## config.mk

```make
export PLATFORM = sky130hd
export DESIGN_NAME = fwd_ctrl_unit
export DESIGN_NICKNAME = d
export VERILOG_FILES = /design/src/rtl/fwd_ctrl_unit.sv
export SDC_FILE = /design/constraint.sdc
export NUM_CORES = 1
export LEC_CHECK = 0
export CORE_AREA = 2 2 42 54
export DETAILED_ROUTE_END_ITERATION = 10
export DIE_AREA = 0 0 44 56
export PLACE_DENSITY_LB_ADDON = 0.05
export SLEW_MARGIN = 5
export SYNTH_ARGS = -nofsm -noshare
export SYNTH_HDL_FRONTEND = slang
export SYNTH_SLANG_ARGS = --single-unit
```

## constraint.sdc

```tcl
create_clock -name clk -period 2.6 [get_ports clk]
set_input_delay 0.65 -clock clk [delete_from_list [all_inputs] [get_ports clk]]
set_output_delay 0.65 -clock clk [all_outputs]
set_load 0.02 [all_outputs]
```

## src/rtl/fwd_ctrl_unit.sv

```systemverilog
// Operand-forwarding and load-use hazard controller for the EX-stage operand muxes.
// Optional FWD_STATS_EN adds saturating stall and forward event counters.
module fwd_ctrl_unit #(
  parameter int REG_ADDR_W   = 4,
  parameter int ZERO_REG_FWD = 0
) (
  input  logic                  clk,
  input  logic                  rst,
  input  logic                  id_valid,
  input  logic [REG_ADDR_W-1:0] id_src_a,
  input  logic [REG_ADDR_W-1:0] id_src_b,
  input  logic                  id_use_a,
  input  logic                  id_use_b,
  input  logic [REG_ADDR_W-1:0] id_dst,
  input  logic                  id_wr_en,
  input  logic                  id_is_load,
  input  logic                  flush,
  output logic                  stall,
  output logic                  ex_valid,
  output logic [1:0]            sel_a,
  output logic [1:0]            sel_b
`ifdef FWD_STATS_EN
  ,
  output logic [15:0]           stall_cnt,
  output logic [15:0]           fwd_cnt
`endif
);

  localparam logic [1:0] SEL_RF    = 2'b00;
  localparam logic [1:0] SEL_EXMEM = 2'b01;
  localparam logic [1:0] SEL_MEMWB = 2'b10;
  localparam logic [1:0] SEL_IDLE  = 2'b11;

  logic [REG_ADDR_W-1:0] ex_dst;
  logic                  ex_wr;
  logic                  ex_load;
  logic                  mem_valid;
  logic [REG_ADDR_W-1:0] mem_dst;
  logic                  mem_wr;

  logic a_hit_ex, a_hit_mem, b_hit_ex, b_hit_mem;
  logic load_ex;
  logic [1:0] next_sel_a, next_sel_b;

  // Register 0 is a constant unless forwarding of it is explicitly enabled.
  function automatic logic src_match(input logic                  v,
                                     input logic                  w,
                                     input logic [REG_ADDR_W-1:0] dst,
                                     input logic [REG_ADDR_W-1:0] src);
    return v & w & (dst == src) & ((src != '0) | (ZERO_REG_FWD != 0));
  endfunction

  // The newest producer (EX) wins over the older one (MEM).
  function automatic logic [1:0] pick_sel(input logic use_op,
                                          input logic hit_ex,
                                          input logic hit_mem);
    if (!use_op)      return SEL_RF;
    else if (hit_ex)  return SEL_EXMEM;
    else if (hit_mem) return SEL_MEMWB;
    else              return SEL_RF;
  endfunction

  always_comb begin
    a_hit_ex   = src_match(ex_valid, ex_wr, ex_dst, id_src_a);
    a_hit_mem  = src_match(mem_valid, mem_wr, mem_dst, id_src_a);
    b_hit_ex   = src_match(ex_valid, ex_wr, ex_dst, id_src_b);
    b_hit_mem  = src_match(mem_valid, mem_wr, mem_dst, id_src_b);
    stall      = id_valid & ~flush & ex_load &
                 ((a_hit_ex & id_use_a) | (b_hit_ex & id_use_b));
    load_ex    = id_valid & ~flush & ~stall;
    next_sel_a = pick_sel(id_use_a, a_hit_ex, a_hit_mem);
    next_sel_b = pick_sel(id_use_b, b_hit_ex, b_hit_mem);
  end

  // MEM always advances; EX takes the ID instruction or becomes a bubble.
  always_ff @(posedge clk or posedge rst) begin
    if (rst) begin
      ex_valid  <= 1'b0;
      ex_dst    <= '0;
      ex_wr     <= 1'b0;
      ex_load   <= 1'b0;
      mem_valid <= 1'b0;
      mem_dst   <= '0;
      mem_wr    <= 1'b0;
      sel_a     <= SEL_IDLE;
      sel_b     <= SEL_IDLE;
    end else begin
      mem_valid <= ex_valid;
      mem_dst   <= ex_dst;
      mem_wr    <= ex_wr;
      if (load_ex) begin
        ex_valid <= 1'b1;
        ex_dst   <= id_dst;
        ex_wr    <= id_wr_en;
        ex_load  <= id_is_load;
        sel_a    <= next_sel_a;
        sel_b    <= next_sel_b;
      end else begin
        ex_valid <= 1'b0;
        ex_wr    <= 1'b0;
        ex_load  <= 1'b0;
        sel_a    <= SEL_IDLE;
        sel_b    <= SEL_IDLE;
      end
    end
  end

`ifdef FWD_STATS_EN
  logic fwd_hit;

  assign fwd_hit = load_ex & ((next_sel_a != SEL_RF) | (next_sel_b != SEL_RF));

  always_ff @(posedge clk or posedge rst) begin
    if (rst) begin
      stall_cnt <= '0;
      fwd_cnt   <= '0;
    end else begin
      if (stall && stall_cnt != 16'hFFFF) stall_cnt <= stall_cnt + 16'd1;
      if (fwd_hit && fwd_cnt != 16'hFFFF) fwd_cnt <= fwd_cnt + 16'd1;
    end
  end
`endif

endmodule

```

==> impl_results.md, run 1 <==
* Status: completed
* Multi-input logic area at 409 um2
* Cells after Synth at 68
* Peak supply drop at between 0.0004 and 0.0005 V
* Clock Power Share at 0.234
* Core Rows at 18
* DP Worst Slack at -0.953 ns
* Syn_nets at 88
* Dpl hpwl at 1.48 mm
* Die Y at 56 um
* Vias at 745
* Number of global-route vias before repair at 820
* Max Cap Viol at 0
* Diode count at 0
* Initial antenna violation count at 0
* WP data required at 1.95 ns
* Nets at 147
* Clock buffer depth at 2
* Vias per inst at 5.10
* Synth Warn # at 0
* DRT Pass-1 Iters at 3
* Non-Filler Instances at between 100 and 150
* 1st-iter DRT viols at 8
* # IOs at 26
* Layout area overhead at 62.3%
* Combinational power share at 0.252
* DRT antenna net count at 0
* Hold Crit Class: flop to flop
* Largest net degree at the start of global routing at 18
* Register area at roughly 430 um2
* Input/output buffers at 25
* Commonest cells after routing, fill and taps aside: buf_4 (30), clkdlybuf4s50_1 (17), dfrtp_1 (13)
* Dpl cells at 132
* Core ar. at 1940 um2
* Die footprint at between 2000 and 2500 um2
* Placed instance area at 1240 um2
* Final GP Congestion at 0.836
* Die X-Extent at 44 um
* GRT Util Overall at 0.189
* Starting density of the core at 0.426
* Clock sink count at 17
* Mean Syn Cell Area at 12.1 um2
* P_leak at 0.574 nW
* FMAX at just under 400 MHz
* Setup violators final at 0
* Clock transition at path regs at 0.10 ns
* Pint at 0.000440 W
* Clock latency on the worst-skew pair at 0.29 ns
* Sequential share of the synthesized area at 0.521
* Critical-path maximum fanout at 2
* Sw Share at 0.278
* Main flop type after synthesis: dfrtp_1
* Cts hold-fix bufs at 0
* GR Overflow Total at 0
* Commonest non-fill, non-tap cell in the layout: buf_4
* CP Class: primary input to output port
* Async SR Flop Fraction at 1.00
* EDFF count, synth at 0
* NetSw at 0.000169 W
* Clock skew at 0.00578 ns
* Nature of the critical path endpoint: output port
* CP arrival at 1.90 ns
* FILL cells at 171
* Cell Area, Synth at 826 um2
* Fin worst setup slack at about 0.052 ns
* Yosys cell types at 21
* Core Util, Final at 0.692
* CTS tree: built
* Wirelength, routed at 2.07 mm
* Seq pwr share at 0.514
* Global-route wire length before repair at roughly 3.4 mm
* Final instance area at around 1300 um2
* Cell Pwr Density at 455 nW/um2
* TritonCTS Buffers at 3
* Hold Fails Final Rpt at 0
* Max-slew violations at 0
* Crit share post-route at 0.980
* Residual DRC at 0
* Register bit total from synthesis at 17
* Wire length per cell at 14.2 um
* Crit path time final at 2.55 ns
* Rel. slew slack at 0.579
* Root Driver: clkbuf_4
* Tightest Pin Transition at 0.631 ns
* Layout cells sized above 1 at 0.413
* H-tree depth reported by CTS at 1
* Worst Setup Start Kind: primary input
## power by group through the flow
stage                     Clock (W)  Combinational (W)  Sequential, W
after floorplan                   0          0.0000611       0.000322
after global placement            0           0.000147       0.000319
after detailed placement          0           0.000150       0.000319
after CTS                  0.000147           0.000153       0.000314
after global routing       0.000155           0.000167       0.000317
final                      0.000143           0.000154       0.000313
## critical path: stages
cell           delay [ns]
dlygate4sd2_1        0.24
or4_1                0.47
nand4_1              0.15
nor4b_2              0.08
a21oi_2              0.12
nor2_1               0.05
buf_4                0.15
## through the flow
| step | setup TNS [ns] | total power, W | hold WS [ns] |
|---|---|---|---|
| 3_5_place_dp | -3.04 | 0.000469 | 0.474 |
| 3_3_place_gp | -2.88 | 0.000466 | 0.463 |
| 6_report | 0 | 0.000610 | 0.488 |
| 5_1_grt | -0.0283 | 0.000639 | 0.531 |
| 2_1_floorplan | 0 | 0.000383 | 0.373 |
| 4_1_cts | 0 | 0.000613 | 0.493 |
## cell usage after synthesis (2+ instances only)
library cell / instances / area share
nor3_1: 5 / 0.030
nand4_1: 4 / 0.030
dfrtp_1: 13 / 0.39
xnor2_1: 6 / 0.064
mux2_2: 4 / 0.055
nand2_1: 3 / 0.014
dfstp_2: 4 / 0.13
xor2_1: 8 / 0.085
a21oi_1: 4 / 0.024
or4_1: 4 / 0.036
o21ai_0: 2 / 0.012
and2_2: 2 / 0.018
## sequential cells by signal, indices dropped and copies added (netlist names)
name / cells
ex_load: 1
sel_a: 2
mem_valid: 1
mem_dst: 4
ex_valid: 1
ex_dst: 4
mem_wr: 1
sel_b: 2
ex_wr: 1
## kinds of logic after synthesis
| logic type | synth area share |
|---|---|
| and+or+nand+nor | 0.189 |
| DFF | 0.521 |
| xor gates and xnor gates | 0.148 |
| AOI/OAI and AO/OA | 0.0818 |
| muxes | 0.0545 |
| buffers and inverters | 0.00454 |
## per-layer routing
| metal | wire, um | vias up | GRT usage |
|---|---|---|---|
| met4 | 10 | 0 | 0.0952 |
| met2 | 1170 | 18 | 0.342 |
| li1 | - | 366 | - |
| met3 | 79 | 2 | 0.0260 |
| met1 | 816 | 359 | 0.203 |
| met5 | 0 | - | 0 |
## path summary, 6_finish.rpt
path                       cells after the start    endpoint   startpoint  slack [ns]
max in group asynchronous                      2   ex_dst[3]          rst        1.47
min                                            0  mem_dst[3]    ex_dst[3]        0.49
min reg2reg                                    0  mem_dst[3]    ex_dst[3]        0.49
max reg2reg                                   14    sel_a[1]    ex_dst[3]        0.23
max                                            7       stall  id_src_a[2]        0.05
min in group asynchronous                      2  mem_dst[1]          rst        0.73
## cell type report
| cell class | instances | area share |
|---|---|---|
| Multi-Input combinational cell | 50 | 0.305 |
| Timing Repair Buffer | 54 | 0.332 |
| Inverter | 1 | 0.00280 |
| Tap cell | 20 | 0.0187 |
| Sequential cell | 17 | 0.321 |
| Clock buffer | 4 | 0.0196 |
## repair_timing
action / in CTS / in global routing
resized for setup: 15 / 6
pin swaps: 8 / 3
buffers inserted: 10 / 0
setup endpoints to repair: 5 / 2
(Power assumes the default switching activity.)
==> run 2: changes to the inputs <==
--- a/config.mk
+++ b/config.mk
@@ -8,6 +8,8 @@
 export CORE_AREA = 2 2 42 54
 export DETAILED_ROUTE_END_ITERATION = 10
 export DIE_AREA = 0 0 44 56
+export GPL_TIMING_DRIVEN = 0
+export MAX_ROUTING_LAYER = met4
 export PLACE_DENSITY_LB_ADDON = 0.05
 export SLEW_MARGIN = 5
 export SYNTH_ARGS = -nofsm -noshare
==> impl_results.md, run 2 (synthesis gave the netlist of run 1 again) <==
* Status: completed
* Setup violators final at 0 (unchanged)
* Vias per inst at 5.42 (+6.2%)
* Input/output buffers at 25 (unchanged)
* CTS tree: built
* WHS at 0.419 ns (-0.0698 ns)
* Die footprint at 2460 um2 (unchanged)
* # IOs at 26 (unchanged)
* Largest net degree at the start of global routing at 18 (unchanged)
* H-tree depth reported by CTS at 1 (unchanged)
* Root Driver: clkbuf_4
* Worst Setup Start Kind: primary input
* Cell Pwr Density at 503 nW/um2 (+11%)
* GRT Util Overall at 0.163 (-0.0261)
* Non-Filler Instances at 119 (-18%)
* Tightest Pin Transition at 0.616 ns (-0.0151 ns)
* CP max stage cell: or4_4
* Diode count at 0 (unchanged)
* Wire length per cell at 14.1 um (-1.0%)
* DRT antenna net count at 0 (unchanged)
* Core Rows at 18 (unchanged)
* DRT Pass-1 Iters at 4 (+1)
* Peak supply drop at 0.000416 V (-3.8%)
* Critical-path maximum fanout at 4 (+2)
* P_leak at 0.457 nW (-20%)
* Residual DRC at 0 (unchanged)
* Crit path time final at 2.57 ns (+0.0199 ns)
* Clock transition at path regs at 0.09 ns (about the same)
* Final GP Congestion at 0.828 (-1.1%)
* Die Y at 56 um (unchanged)
* Rel. slew slack at 0.589 (+0.0101)
* DP Worst Slack at -1.02 ns (-0.0641 ns)
* Critical path cell sequence: clkdlybuf4s15_2, or4_4, nand4_1, nor4_4, a21oi_2, nor2_1, buf_4
* Number of global-route vias before repair at 643 (-22%)
* Core Util, Final at 0.594 (-0.0982)
* Nets at 120 (-18%)
* FMAX at 389 MHz (-0.77%)
* Worst path bufs/invs at 2 (unchanged)
* CP Class: primary input to output port
* Clock sink count at 17 (unchanged)
* CP max stage delay at 0.51 ns (+0.04 ns)
* Nature of the critical path endpoint: output port
* Fin worst setup slack at 0.0323 ns (-0.0199 ns)
* TritonCTS Buffers at 3 (unchanged)
* Commonest non-fill, non-tap cell in the layout: clkdlybuf4s50_1
* Wirelength, routed at 1.67 mm (-19%)
* Commonest cells after routing, fill and taps aside: clkdlybuf4s50_1 (17), dfrtp_1 (13), xor2_1 (8)
* Vias at 645 (-13%)
* CP arrival at 1.92 ns (+0.02 ns)
* Crit share post-route at 0.988 (+0.00765)
* Largest regs: ex_dst: 4 flops, mem_dst: 4 flops
* Max Cap Viol at 0 (unchanged)
* Critical R2R Launch: ex_dst[1]
* Largest delay contributor family on the critical path: simple AND/OR/NAND/NOR gates
* GR Overflow Total at 0 (unchanged)
* Hold path startpoint: ex_wr
* 1st-iter DRT viols at 5 (-3)
* Hold Crit Class: flop to flop
* Starting density of the core at 0.426 (unchanged)
* Core ar. at 1940 um2 (unchanged)
* Max-slew violations at 0 (unchanged)
* Hold Fails Final Rpt at 0 (unchanged)
* Clock buffer depth at 2 (unchanged)
* Layout area overhead at 39.2%
* Initial antenna violation count at 0 (unchanged)
* Clock skew at 0.00586 ns (+0.0000852 ns)
* Clock latency on the worst-skew pair at 0.29 ns (about the same)
* Global-route wire length before repair at 2.77 mm (-17%)
* Layout cells sized above 1 at 0.293 (-0.120)
* Cts hold-fix bufs at 0 (unchanged)
* Dpl cells at 113 (-14%)
* Worst Setup SP: id_src_b[2]
* WP data required at 1.95 ns (about the same)
* Die X-Extent at 44 um (unchanged)
[run 2: worst paths after layout]
path / to / slack (ns) / cells after the start
max: stall / 0.03 / 7
min: mem_wr / 0.42 / 0
max reg2reg: ex_dst[0] / 0.27 / 6
min reg2reg: mem_wr / 0.42 / 0
max in group asynchronous: ex_dst[3] / 1.48 / 2
min in group asynchronous: ex_dst[2] / 0.72 / 2
[run 2: cell type report]
| cell class | instances | area, um2 |
|---|---|---|
| Timing Repair Buffer | 27 | 244 |
| Tap cell | 20 | 25.0 |
| Inverter | 1 | 3.75 |
| Sequential cell | 17 | 430 |
| Clock buffer | 4 | 26.3 |
| Fill cell | 173 | 787 |
| Multi-Input combinational cell | 50 | 420 |
[run 2: stage by stage]
stage / area (um2) / power (W) / TNS [ns]
5_1_grt: 1150 / 0.000609 / -0.00787
2_1_floorplan: 826 / 0.000383 / 0
4_1_cts: 1160 / 0.000587 / 0
3_3_place_gp: 1100 / 0.000438 / -2.99
6_report: 1150 / 0.000579 / 0
3_5_place_dp: 1100 / 0.000441 / -2.84
[run 2: where the power goes]
part	internal, W	total [W]	switching (W)	leakage (nW)
sequential	0.000292	0.000317	0.0000255	0.202
clock	0.0000597	0.000140	0.0000804	0.0150
combinational	0.0000671	0.000122	0.0000546	0.240
total	0.000418	0.000579	0.000161	0.457
[run 2: per-layer routing]
layer,share of wire,wire length [um],track usage,vias up
li1,-,-,-,314
met1,0.38,632,0.167,303
met2,0.54,902,0.271,22
met4,0.036,60,0.117,0
met5,0,0,-,-
met3,0.045,76,0.0260,6
[run 2: timing repair]
item,4_1_cts,5_1_grt
setup endpoints to repair,5,1
resized for setup,23,8
pin swaps,6,4
setup buffers,2,0
cloned,0,0
